File: src/rtl/rv32i_types.sv
// Shared types for the retirement stage: ROB entry layout and commit FSM states.
package rv32i_types;

   localparam int ROB_PR_BITS = 6;

   typedef struct packed {
      logic                   ready;
      logic [4:0]             rd_arch;
      logic [ROB_PR_BITS-1:0] pd;
      logic [ROB_PR_BITS-1:0] pd_old;
      logic                   mispredict;
      logic [31:0]            target_pc;
   } rob_entry_t;

   typedef enum logic [1:0] {RUN, FLUSH, DRAIN} commit_state_t;

endpackage

File: src/rtl/rob_commit.sv
// In-order retirement: pops ready ROB head entries, updates the RRAT and free list,
// and on a committed mispredict flushes, redirects, then squashes the younger entries.
module rob_commit
   import rv32i_types::*;
#(
   parameter int NSIZE      = 1,
   parameter int DEPTH_BITS = 3,
   parameter int PR_BITS    = ROB_PR_BITS
) (
   input  logic                             clk,
   input  logic                             rst,
   input  rob_entry_t [NSIZE-1:0]           rob_head,
   input  logic [DEPTH_BITS:0]              rob_elemcount,
   output logic [NSIZE-1:0]                 rob_dequeue,
   output logic [NSIZE-1:0]                 rrat_we,
   output logic [NSIZE-1:0][4:0]            rrat_rd,
   output logic [NSIZE-1:0][PR_BITS-1:0]    rrat_pd,
   output logic [NSIZE-1:0]                 free_we,
   output logic [NSIZE-1:0][PR_BITS-1:0]    free_pd,
   output logic                             flush,
   output logic [31:0]                      redirect_pc,
   output logic                             busy,
   output logic [63:0]                      instret
);

   commit_state_t      state, state_nxt;
   logic [NSIZE-1:0]   lane_valid, retire, squash;
   logic               ok, mp_hit;
   logic [31:0]        mp_pc;
   logic [63:0]        ret_cnt;

   // Retire prefix: a lane goes only if all older lanes go and none of them mispredicted.
   always_comb begin
      lane_valid = '0;
      retire     = '0;
      squash     = '0;
      mp_hit     = 1'b0;
      mp_pc      = '0;
      ret_cnt    = '0;
      ok         = rst && (state == RUN);
      for (int j = 0; j < NSIZE; j++) begin
         lane_valid[j] = (j < int'(rob_elemcount));
         retire[j]     = ok && lane_valid[j] && rob_head[j].ready;
         ok            = retire[j] && !rob_head[j].mispredict;
         if (retire[j] && rob_head[j].mispredict) begin
            mp_hit = 1'b1;
            mp_pc  = rob_head[j].target_pc;
         end
         ret_cnt = ret_cnt + 64'(retire[j]);
      end
      if (rst && state == DRAIN) squash = lane_valid;
      rob_dequeue = retire | squash;
   end

   always_comb begin
      state_nxt = state;
      case (state)
         RUN:     if (mp_hit) state_nxt = FLUSH;
         FLUSH:   state_nxt = DRAIN;
         DRAIN:   if (rob_elemcount == '0) state_nxt = RUN;
         default: state_nxt = RUN;
      endcase
   end

   assign busy = (state != RUN);

   always_ff @(posedge clk) begin
      if (!rst) begin
         state       <= RUN;
         rrat_we     <= '0;
         rrat_rd     <= '0;
         rrat_pd     <= '0;
         free_we     <= '0;
         free_pd     <= '0;
         flush       <= 1'b0;
         redirect_pc <= '0;
         instret     <= '0;
      end else begin
         state   <= state_nxt;
         flush   <= mp_hit;
         instret <= instret + ret_cnt;
         if (mp_hit) redirect_pc <= mp_pc;
         for (int j = 0; j < NSIZE; j++) begin
            rrat_we[j] <= retire[j] && (rob_head[j].rd_arch != 5'd0);
            rrat_rd[j] <= rob_head[j].rd_arch;
            rrat_pd[j] <= rob_head[j].pd;
            free_we[j] <= (retire[j] || squash[j]) && (rob_head[j].rd_arch != 5'd0);
            // Retirement frees the superseded mapping; a squash frees the new one.
            free_pd[j] <= squash[j] ? rob_head[j].pd : rob_head[j].pd_old;
         end
      end
   end

endmodule
File: config.mk
export PLATFORM = sky130hd
export DESIGN_NAME = rob_commit
export DESIGN_NICKNAME = d
export VERILOG_FILES = /design/src/rtl/rv32i_types.sv /design/src/rtl/rob_commit.sv
export SDC_FILE = /design/constraint.sdc
export NUM_CORES = 1
export LEC_CHECK = 0
export ABC_AREA = 0
export CAP_MARGIN = 20
export CORE_ASPECT_RATIO = 1.5
export CORE_MARGIN = 2
export CORE_UTILIZATION = 48
export DETAILED_ROUTE_END_ITERATION = 12
export PLACE_DENSITY = 0.85
export SYNTH_ARGS = -nofsm -noshare
export SYNTH_HDL_FRONTEND = slang
export SYNTH_SLANG_ARGS = --single-unit
File: constraint.sdc
create_clock -name clk -period 6.25 [get_ports clk]
set_input_delay 0.625 -clock clk [delete_from_list [all_inputs] [get_ports clk]]
set_output_delay 0.625 -clock clk [all_outputs]
set_load 0.005 [all_outputs]
==> key figures, run 1 <==
Worst setup path
  • CP cell instances: clkdlybuf4s50_1, inv_2, nor4_1, ha_1, nand2_1, nor2_1, nand4_1, or4b_1, a21oi_1
  • Worst setup EP type: flop
  • Crit path buf inv count: 2
  • Crit path launch type: primary input
  • Slowest cell on crit path: clkdlybuf4s50_1
  • Crit path max-delay family: simple AND/OR/NAND/NOR gates
  • CP Class: in -> reg
  • Worst R2R Setup Slack: between 2000 and 3000 ps
  • Worst-path fanout max: 22
  • Max incr delay on CP: approximately 960 ps
  • CP Data Required Time: around 6600 ps
  • Worst EP arrival: 4580 ps

Synth
  • Synth unique cells: 35
  • Synth Cell Area: 0.00481 mm2
  • Synth Area in XOR/XNOR: 0.0583
  • Syn nets: ~630
  • Gate Count Post-Synth: roughly 570
  • Proportion of synthesized area in mux cells: 0.0125
  • Post-synthesis adder-cell area fraction: 0.00521
  • Synth warn: 0
  • Synth Area in Compound Gates: 0.107
  • Sequential share of the synthesized area: 0.491
  • Number of synthesized flops with an enable pin: 0
  • Synth Area per Inst: 8.48 um2
  • Async set-reset flop share out of synthesis: 0
  • Largest family of logic cells by synthesized area: simple AND/OR/NAND/NOR gates
  • Main flop type after synthesis: dfxtp_1
  • Post-Synth Simple-Gate Area: 0.300
  • Yosys reg bits: 118

Global routing
  • Initial antenna violation count: 0
  • Vias in the first global route: between 4000 and 5000
  • Largest net degree at the start of global routing: 99
  • First-pass GRT wire length: 23000 um
  • GR Overflow Total: 0
  • Total global-route track usage: 0.268

Power
  • Maximum VDD drop: 0.251 mV
  • Sequential Power Share: 0.413
  • P_sw: slightly below 400 uW
  • Switching portion of total power: 0.210
  • Leak Pwr: around 0.0025 uW
  • PD cells: about 260 mW/mm2
  • Int Pwr: 1480 uW
  • Clk network pwr share: 0.526
  • Gate power share: 0.060

Cells and area
  • Fill cells: 705
  • Area Growth Syn to Fin: 50.9%
  • Net total in the final layout: 799
  • Diode count: 0
  • Layout cells sized above 1: 0.0598

Timing
  • Slew headroom: 0.326
  • RSZ-0062 raised after global routing: no
  • Hold Slack: 453 ps
  • Fin crit share: 0.680
  • Fin. Hold Viols: 0
  • Final Slew Violations: 0
  • Final setup TNS: 0 ps
  • Fmax: roughly 0.24 GHz
  • Worst-Margin Slew: 1010 ps
  • Final-report setup violation count: 0
  • Final critical-path required period: around 4200 ps
  • Clock Skew: between 7 and 8 ps

Drt
  • Starting DRT DRC Count: ~410
  • Vias: 5007
  • DR WL/cell: between 15 and 20 um
  • DR vias/cell: 5.78
  • Final antenna-violating net count: 0
  • DRC: 0
  • Drt first pass iters: 5
  • Detailed Route WL: approximately 15000 um

Place
  • DP HPWL: 10100 um
  • IO Port Bufs: 174
  • GP Congestion: about 0.88

CTS
  • Clk root buf: clkbuf_16
  • H-tree depth: 4
  • CTS Buf Count: 17
  • Buffer levels on the longest clock path: 2
  • # resized after CTS: 0
  • CTS sink count: between 100 and 150
  • CTS tree: built
  • Setup repair bufs after CTS: 0
  • Clock slew seen by the registers of the worst setup and hold paths: ~50 ps
  • Worst-skew pair later-pin latency: roughly 420 ps
  • # hold bufs at CTS: 0

Floorplan
  • Die Y-Extent: 127 um
  • Die width: roughly 86 um
  • Site Rows: 44
  • Starting Density: 0.496
  • Total Die Area: approximately 0.011 mm2
  • Top Ports: roughly 180
  • Core ar.: around 0.0097 mm2

Min path
  • Worst Hold Class: reg -> reg

Flow run
  • # Max-Cap Violations: 0

Run status
  • Outcome: finished clean
power by group through the flow:
stage               clock network (uW)  registers, uW  logic (uW)
global placement                     0            790         107
floorplan                            0            792        32.4
global route                      1030            776         121
detailed placement                   0            791         110
CTS                                991            775         112
finish                             987            775         113
flip-flops by register name, summed over array words and instances (netlist names):
name / cells
rrat_rd: 5
instret: 64
free_pd: 6
flush: 1
rrat_pd: 6
state: 2
redirect_pc: 32
free_we: 1
rrat_we: 1
synth_stat cells, types with 10 or more instances:
library cell    n  area (um2)
or4_1          13        97.6
nand4_1        23         144
nor4_1         11        68.8
o21ai_0        15        75.1
and2_1         16         100
or3_1          13        81.3
xor2_1         24         210
a21oi_1        57         285
clkbuf_1       21        78.8
o31ai_1        10        75.1
nand3_1        29         145
nand2_1        95         357
nor2_1         51         191
dfxtp_1       118        2360
nor3_1         12        60.1
final timing paths:
check / from / to / cells past startpoint
setup / recovery: rst / instret[57] / 9
hold / removal: redirect_pc[17] / redirect_pc[17] / 2
setup reg to reg: state[0] / instret[57] / 7
hold reg to reg: redirect_pc[17] / redirect_pc[17] / 2
cell families after synthesis:
family | Yosys count
muxes | 6
and+or+nand+nor | 284
DFF | 118
AOI/OAI and AO/OA | 92
adders and majority gates | 2
xor gates and xnor gates | 32
buffers and inverters | 33
placed cells by master (no fill, tap or decap), types with 3 or more instances in the layout:
master and count:
a21oi_1 57, and2_1 16, and3_1 5, bufinv_16 3
clkbuf_16 17, clkdlybuf4s50_1 174, clkinv_2 3, clkinvlp_4 4
dfxtp_1 118, inv_1 8, mux2i_1 6, nand2_1 95
nand3_1 29, nand4_1 23, nand4_2 3, nor2_1 51
nor3_1 12, nor4_1 11, o21a_1 6, o21ai_0 15
o31ai_1 10, or3_1 13, or4_1 13, xnor2_1 8
xor2_1 24
per-layer routing:
metal / global-route usage / share of wire
met4: 0.107 / 0.030
met5: 0 / 0
met1: 0.287 / 0.36
met2: 0.478 / 0.53
met3: 0.0885 / 0.078
worst min-delay path: cells and delay by family (launching register included):
family	cells	cell delay [ps]
simple gates	1	50
compound gates	1	50
flops	1	300
through the flow:
| step | total power (uW) | setup WS, ps | cells | utilization | area [um2] |
|---|---|---|---|---|---|
| global placement | 897 | 1800 | 834 | 0.682 | 6610 |
| floorplan | 824 | 3130 | 567 | - | 4810 |
| detailed placement | 901 | 1680 | 835 | 0.683 | 6620 |
| CTS | 1880 | 2050 | 866 | 0.746 | 7230 |
| finish | 1870 | 2000 | 867 | 0.749 | 7250 |
| global route | 1930 | 1570 | 867 | 0.749 | 7250 |
final cells by class:
cell class	count	area, um2	area share
Multi-Input combinational cell	416	2320	0.320
Timing Repair Buffer	177	1780	0.246
Tap cell	115	144	0.0198
Clock buffer	19	453	0.0624
Inverter	10	37.5	0.00518
Clock inverter	12	153	0.0210
Sequential cell	118	2360	0.326
Note: power is estimated with default switching activity, not from simulation.
==> run 2, diff against run 1 <==
--- a/config.mk
+++ b/config.mk
@@ -9,9 +9,9 @@
 export CAP_MARGIN = 20
 export CORE_ASPECT_RATIO = 1.5
 export CORE_MARGIN = 2
-export CORE_UTILIZATION = 48
+export CORE_UTILIZATION = 45
 export DETAILED_ROUTE_END_ITERATION = 12
-export PLACE_DENSITY = 0.85
+export PLACE_DENSITY = 0.81
 export SYNTH_ARGS = -nofsm -noshare
 export SYNTH_HDL_FRONTEND = slang
 export SYNTH_SLANG_ARGS = --single-unit
==> constraint.sdc (replaced) <==
create_clock -name clk -period 4.4 [get_ports clk]
set_input_delay 0.44 -clock clk [delete_from_list [all_inputs] [get_ports clk]]
set_output_delay 0.44 -clock clk [all_outputs]
set_load 0.005 [all_outputs]
==> run 2 against run 1 <==
Effect of this change:
- flip-flop and latch count stayed put
- core utilization is 5.5 points lower
- power is 39% higher
- hold slack worse by 2.1 ps
- combinational power is 42% higher
- largest cell class unchanged
- clock power is 37% higher
- worst setup slack worse by 1300 ps
- via count is 1.8% lower
==> key figures, run 2 (synthesis gave the netlist of run 1 again) <==
CTS
  • CTS sink count: ~120
  • Clk root buf: clkbuf_16
  • CTS tree: built
  • Clock slew seen by the registers of the worst setup and hold paths: around 50 ps
  • Buffer levels on the longest clock path: 2
  • CTS Buf Count: 17
  • Setup repair bufs after CTS: 0
  • Worst-skew pair later-pin latency: 410 ps
  • # hold bufs at CTS: 0
  • # resized after CTS: 0
  • H-tree depth: 4

Timing
  • Final-report setup violation count: 0
  • Fin. Hold Viols: 0
  • Fmax: roughly 0.27 GHz
  • Final Slew Violations: 0
  • Final setup TNS: 0 ps
  • Slew headroom: 0.315
  • RSZ-0062 raised after global routing: no
  • Clock Skew: just under 10 ps
  • Fin crit share: 0.830
  • Hold Slack: 451 ps
  • Final critical-path required period: around 3700 ps
  • Worst-Margin Slew: slightly above 1000 ps

Cells and area
  • Diode count: 0
  • Commonest non-fill, non-tap cell in the layout: clkdlybuf4s50_1
  • Final core occ: 0.693
  • Top Registers: instret x64, redirect_pc x32
  • Commonest non-fill, non-tap cells in the layout: clkdlybuf4s50_1, dfxtp_1, nand2_1
  • Fill cells: slightly above 800
  • Net total in the final layout: ~800
  • Most flops, register: instret
  • Final cell count without fillers: 898
  • Area Growth Syn to Fin: 51.0%
  • Layout cells sized above 1: 0.0610
  • Max reg flops: 64

Global routing
  • GR Overflow Total: 0
  • Initial antenna violation count: 0
  • Vias in the first global route: around 4600
  • Largest net degree at the start of global routing: between 90 and 100
  • First-pass GRT wire length: about 22000 um
  • Total global-route track usage: 0.246

Worst setup path
  • Worst setup EP type: flop
  • Worst-path fanout max: 11
  • Worst R2R Path Depth: 9
  • Critical R2R Launch: state[1]
  • CP Class: in -> reg
  • Worst EP arrival: a little under 4000 ps
  • Crit path launch type: primary input
  • CP Data Required Time: roughly 4700 ps
  • Worst R2R Setup Slack: around 960 ps
  • R2R Path End: instret[54]

Flow run
  • # Max-Cap Violations: 0

Min path
  • Worst Hold End: redirect_pc[25]
  • Worst hold start: redirect_pc[25]
  • Hold path depth: 2
  • Worst Hold Class: reg -> reg

Floorplan
  • Core ar.: ~0.010 mm2
  • Top Ports: 175
  • Site Rows: 46
  • Total Die Area: approximately 0.012 mm2
  • Starting Density: 0.459
  • Die width: just under 90 um
  • Die Y-Extent: about 130 um

Power
  • PD cells: 359 mW/mm2
  • Maximum VDD drop: between 0.3 and 0.4 mV
  • Leak Pwr: between 0.002 and 0.0025 uW
  • Tot Pwr: about 2600 uW

Place
  • IO Port Bufs: 174
  • GP Congestion: roughly 0.86
  • Placed Cells: 866
  • DP HPWL: between 10000 and 15000 um

Drt
  • Drt first pass iters: 5
  • Detailed Route WL: approximately 15000 um
  • DR vias/cell: ~5.5
  • DRC: 0
  • Vias: between 4000 and 5000
  • DR WL/cell: approximately 16 um
  • Final antenna-violating net count: 0
  • Starting DRT DRC Count: about 250

Run status
  • Outcome: finished clean
-- run 2: cell types whose count changed in the layout (fill, tap and decap cells not counted) --
cell | previous run | this run
clkinv_2 | 3 | 5
buf_4 | 2 | 4
clkbuf_2 | 0 | 1
clkinvlp_4 | 4 | 2
bufinv_16 | 3 | 2
clkbuf_8 | 2 | 4
clkinv_4 | 1 | 0
clkbuf_1 | 0 | 1
buf_16 | 1 | 0
inv_6 | 1 | 0
-- run 2: worst max-delay path by stage --
stage                        to  cells past startpoint  startpoint
detailed placement  instret[54]                     10         rst
global placement    instret[54]                     10         rst
CTS                 instret[62]                     10         rst
floorplan           instret[58]                     10         rst
finish              instret[54]                     10         rst
global route        instret[54]                     10         rst
-- run 2: power breakdown --
| group | total, uW | switching [uW] | internal (uW) |
|---|---|---|---|
| combinational | 160 | 63.8 | 96.4 |
| clock | 1350 | 463 | 884 |
| sequential | 1100 | 9.16 | 1090 |
-- run 2: final cells by class --
cell class | instances | area (um2) | area share
flip-flops and latches | 118 | 2360 | 0.325
clock inverters | 9 | 100 | 0.0138
clock buffers | 22 | 484 | 0.0667
well taps | 144 | 180 | 0.0248
multi-input cells | 416 | 2320 | 0.319
inverters | 10 | 37.5 | 0.00517
repair buffers | 179 | 1780 | 0.245
-- run 2: critical path: stages --
cell	delay, ps
clkdlybuf4s50_1	510
inv_2	50
nor4_1	480
ha_1	330
ha_1	290
nand4_2	200
nor4_2	520
nand3_1	400
or4_1	600
a21oi_1	150
-- run 2: per-layer routing --
metal | share of wire | vias up | GRT usage
met4 | 0.028 | 0 | 0.0989
met3 | 0.069 | 30 | 0.0854
li1 | - | 2344 | -
met5 | 0 | - | 0
met2 | 0.53 | 205 | 0.427
met1 | 0.37 | 2336 | 0.274
-- run 2: per-stage QoR --
stage	worst slack, ps	instance area (um2)
CTS	757	7260
floorplan	1460	4810
global placement	559	6670
detailed placement	414	6670
global route	477	7260
finish	748	7260
==> run 3, diff against run 2 <==
--- a/config.mk
+++ b/config.mk
@@ -9,9 +9,9 @@
 export CAP_MARGIN = 20
 export CORE_ASPECT_RATIO = 1.5
 export CORE_MARGIN = 2
-export CORE_UTILIZATION = 45
+export CORE_UTILIZATION = 40
 export DETAILED_ROUTE_END_ITERATION = 12
-export PLACE_DENSITY = 0.81
+export PLACE_DENSITY = 0.76
 export SYNTH_ARGS = -nofsm -noshare
 export SYNTH_HDL_FRONTEND = slang
 export SYNTH_SLANG_ARGS = --single-unit
==> constraint.sdc (replaced) <==
create_clock -name clk -period 3.3 [get_ports clk]
set_input_delay 0.33 -clock clk [delete_from_list [all_inputs] [get_ports clk]]
set_output_delay 0.33 -clock clk [all_outputs]
set_load 0.005 [all_outputs]
==> run 3 against run 2 <==
Effect of this change:
- die area up 12%
- sequential share of layout area down 0.83 points
- clock power up 55%
==> key figures, run 3 (synthesis gave the netlist of run 1 again) <==
Power
  • Tot Pwr: 3770 uW
  • Int Pwr: about 3000 uW
  • Switching portion of total power: 0.192
  • P_sw: 722 uW
  • Sequential Power Share: 0.390
  • Gate power share: 0.056
  • Leak Pwr: about 0.0026 uW
  • PD cells: approximately 500 mW/mm2
  • Clk network pwr share: 0.554
  • Maximum VDD drop: roughly 0.42 mV

Timing
  • Fmax: about 0.33 GHz
  • Slew headroom: 0.333
  • RSZ-0062 raised after global routing: no
  • Final Slew Violations: 0
  • Clock Skew: roughly 11 ps
  • Post-route worst setup slack: 250 ps
  • Worst-Margin Slew: around 1000 ps
  • Final-report setup violation count: 0
  • Fin crit share: 0.924
  • Final critical-path required period: 3050 ps
  • Fin. Hold Viols: 0

CTS
  • CTS Buf Count: 17
  • Setup repair bufs after CTS: 0
  • H-tree depth: 4
  • Buffer levels on the longest clock path: 2
  • Clock slew seen by the registers of the worst setup and hold paths: 50 ps
  • Clk root buf: clkbuf_16
  • CTS tree: built
  • CTS sink count: about 120
  • Worst-skew pair later-pin latency: between 400 and 500 ps
  • # hold bufs at CTS: 0
  • # resized after CTS: 0

Floorplan
  • Site Rows: just under 50
  • Die Y-Extent: 138 um
  • Total Die Area: 0.0129 mm2
  • Top Ports: roughly 180
  • Core ar.: between 0.01 and 0.015 mm2
  • Die width: 93.5 um
  • Starting Density: 0.406

Worst setup path
  • Crit path launch type: primary input
  • Worst EP arrival: approximately 3400 ps
  • Worst setup EP type: flop
  • CP Data Required Time: 3630 ps
  • CP Class: in -> reg
  • Worst-path fanout max: 11

Cells and area
  • Area of the multi-input gates: 0.00232 mm2
  • Commonest non-fill, non-tap cells in the layout: clkdlybuf4s50_1, dfxtp_1, nand2_1
  • Net total in the final layout: just over 800
  • Diode count: 0
  • Area Growth Syn to Fin: 55.0%
  • Max reg flops: 64
  • Layout cells sized above 1: 0.0757
  • Commonest non-fill, non-tap cell in the layout: clkdlybuf4s50_1
  • Register area: roughly 0.0024 mm2
  • Most flops, register: instret
  • Top Registers: instret x64, redirect_pc x32
  • Fill cells: about 990

Global routing
  • Total global-route track usage: 0.222
  • GR Overflow Total: 0
  • Largest net degree at the start of global routing: 99
  • Vias in the first global route: between 4000 and 5000
  • Initial antenna violation count: 0
  • First-pass GRT wire length: around 23000 um

Drt
  • Final antenna-violating net count: 0
  • Vias: between 4000 and 5000
  • Drt first pass iters: 4
  • Starting DRT DRC Count: 228
  • DR WL/cell: 15.5 um
  • DR vias/cell: ~5.3
  • DRC: 0
  • Detailed Route WL: 14200 um

Run status
  • Outcome: finished clean

Flow run
  • # Max-Cap Violations: 0

Place
  • GP Congestion: roughly 0.86
  • IO Port Bufs: 174
  • DP HPWL: about 10000 um
  • Setup WS pre-CTS: -135 ps

Min path
  • Worst Hold Class: reg -> reg
## run 3: changes by cell type in the layout (fill, tap and decap cells not counted), sizes merged
cell and change:
clkinvlp -2, clkinv -2, clkbuf +1, bufinv +3
buf +12
## run 3: layout make-up
type,count,area share
clock buffers,24,0.0687
clock inverters,8,0.0222
inverters,10,0.00504
multi-input cells,416,0.311
flip-flops and latches,118,0.317
well taps,153,0.0257
repair buffers,190,0.250
## run 3: final timing paths
kind	start	to	slack [ps]	depth (start not counted)
worst max-delay path	rst	instret[54]	250	10
worst min-delay path	redirect_pc[5]	redirect_pc[5]	450	2
worst max register to register	state[1]	instret[54]	360	9
worst min register to register	redirect_pc[5]	redirect_pc[5]	450	2
## run 3: worst max-delay path, stage by stage
cell	delay (ps)
clkdlybuf4s50_1	510
inv_2	60
nor4_1	410
ha_1	260
ha_1	190
nand4_2	180
nor4_2	350
nand3_1	330
or4_1	620
a21oi_1	150
## run 3: stage by stage
stage / cells / util / TNS, ps / area, um2 / hold slack [ps]
floorplan: 567 / - / 0 / 4810 / 452
global placement: 886 / 0.572 / 0 / 6770 / 442
finish: 919 / 0.630 / 0 / 7450 / 450
detailed placement: 887 / 0.572 / -585 / 6770 / 446
global route: 919 / 0.630 / 0 / 7450 / 465
CTS: 919 / 0.630 / 0 / 7450 / 454
## run 3: routing by layer
layer	track usage	vias up	share of wire
li1	-	2364	-
met1	0.240	2331	0.38
met2	0.393	173	0.53
met3	0.0779	24	0.064
met4	0.0782	0	0.019
met5	0	-	0
## run 3: power groups by stage
stage               clock network, uW  registers, uW  logic, uW
finish                           2090           1470        211
detailed placement                  0           1500        213
CTS                              2110           1470        214
global route                     2180           1470        230
floorplan                           0           1500       61.3
global placement                    0           1500        208
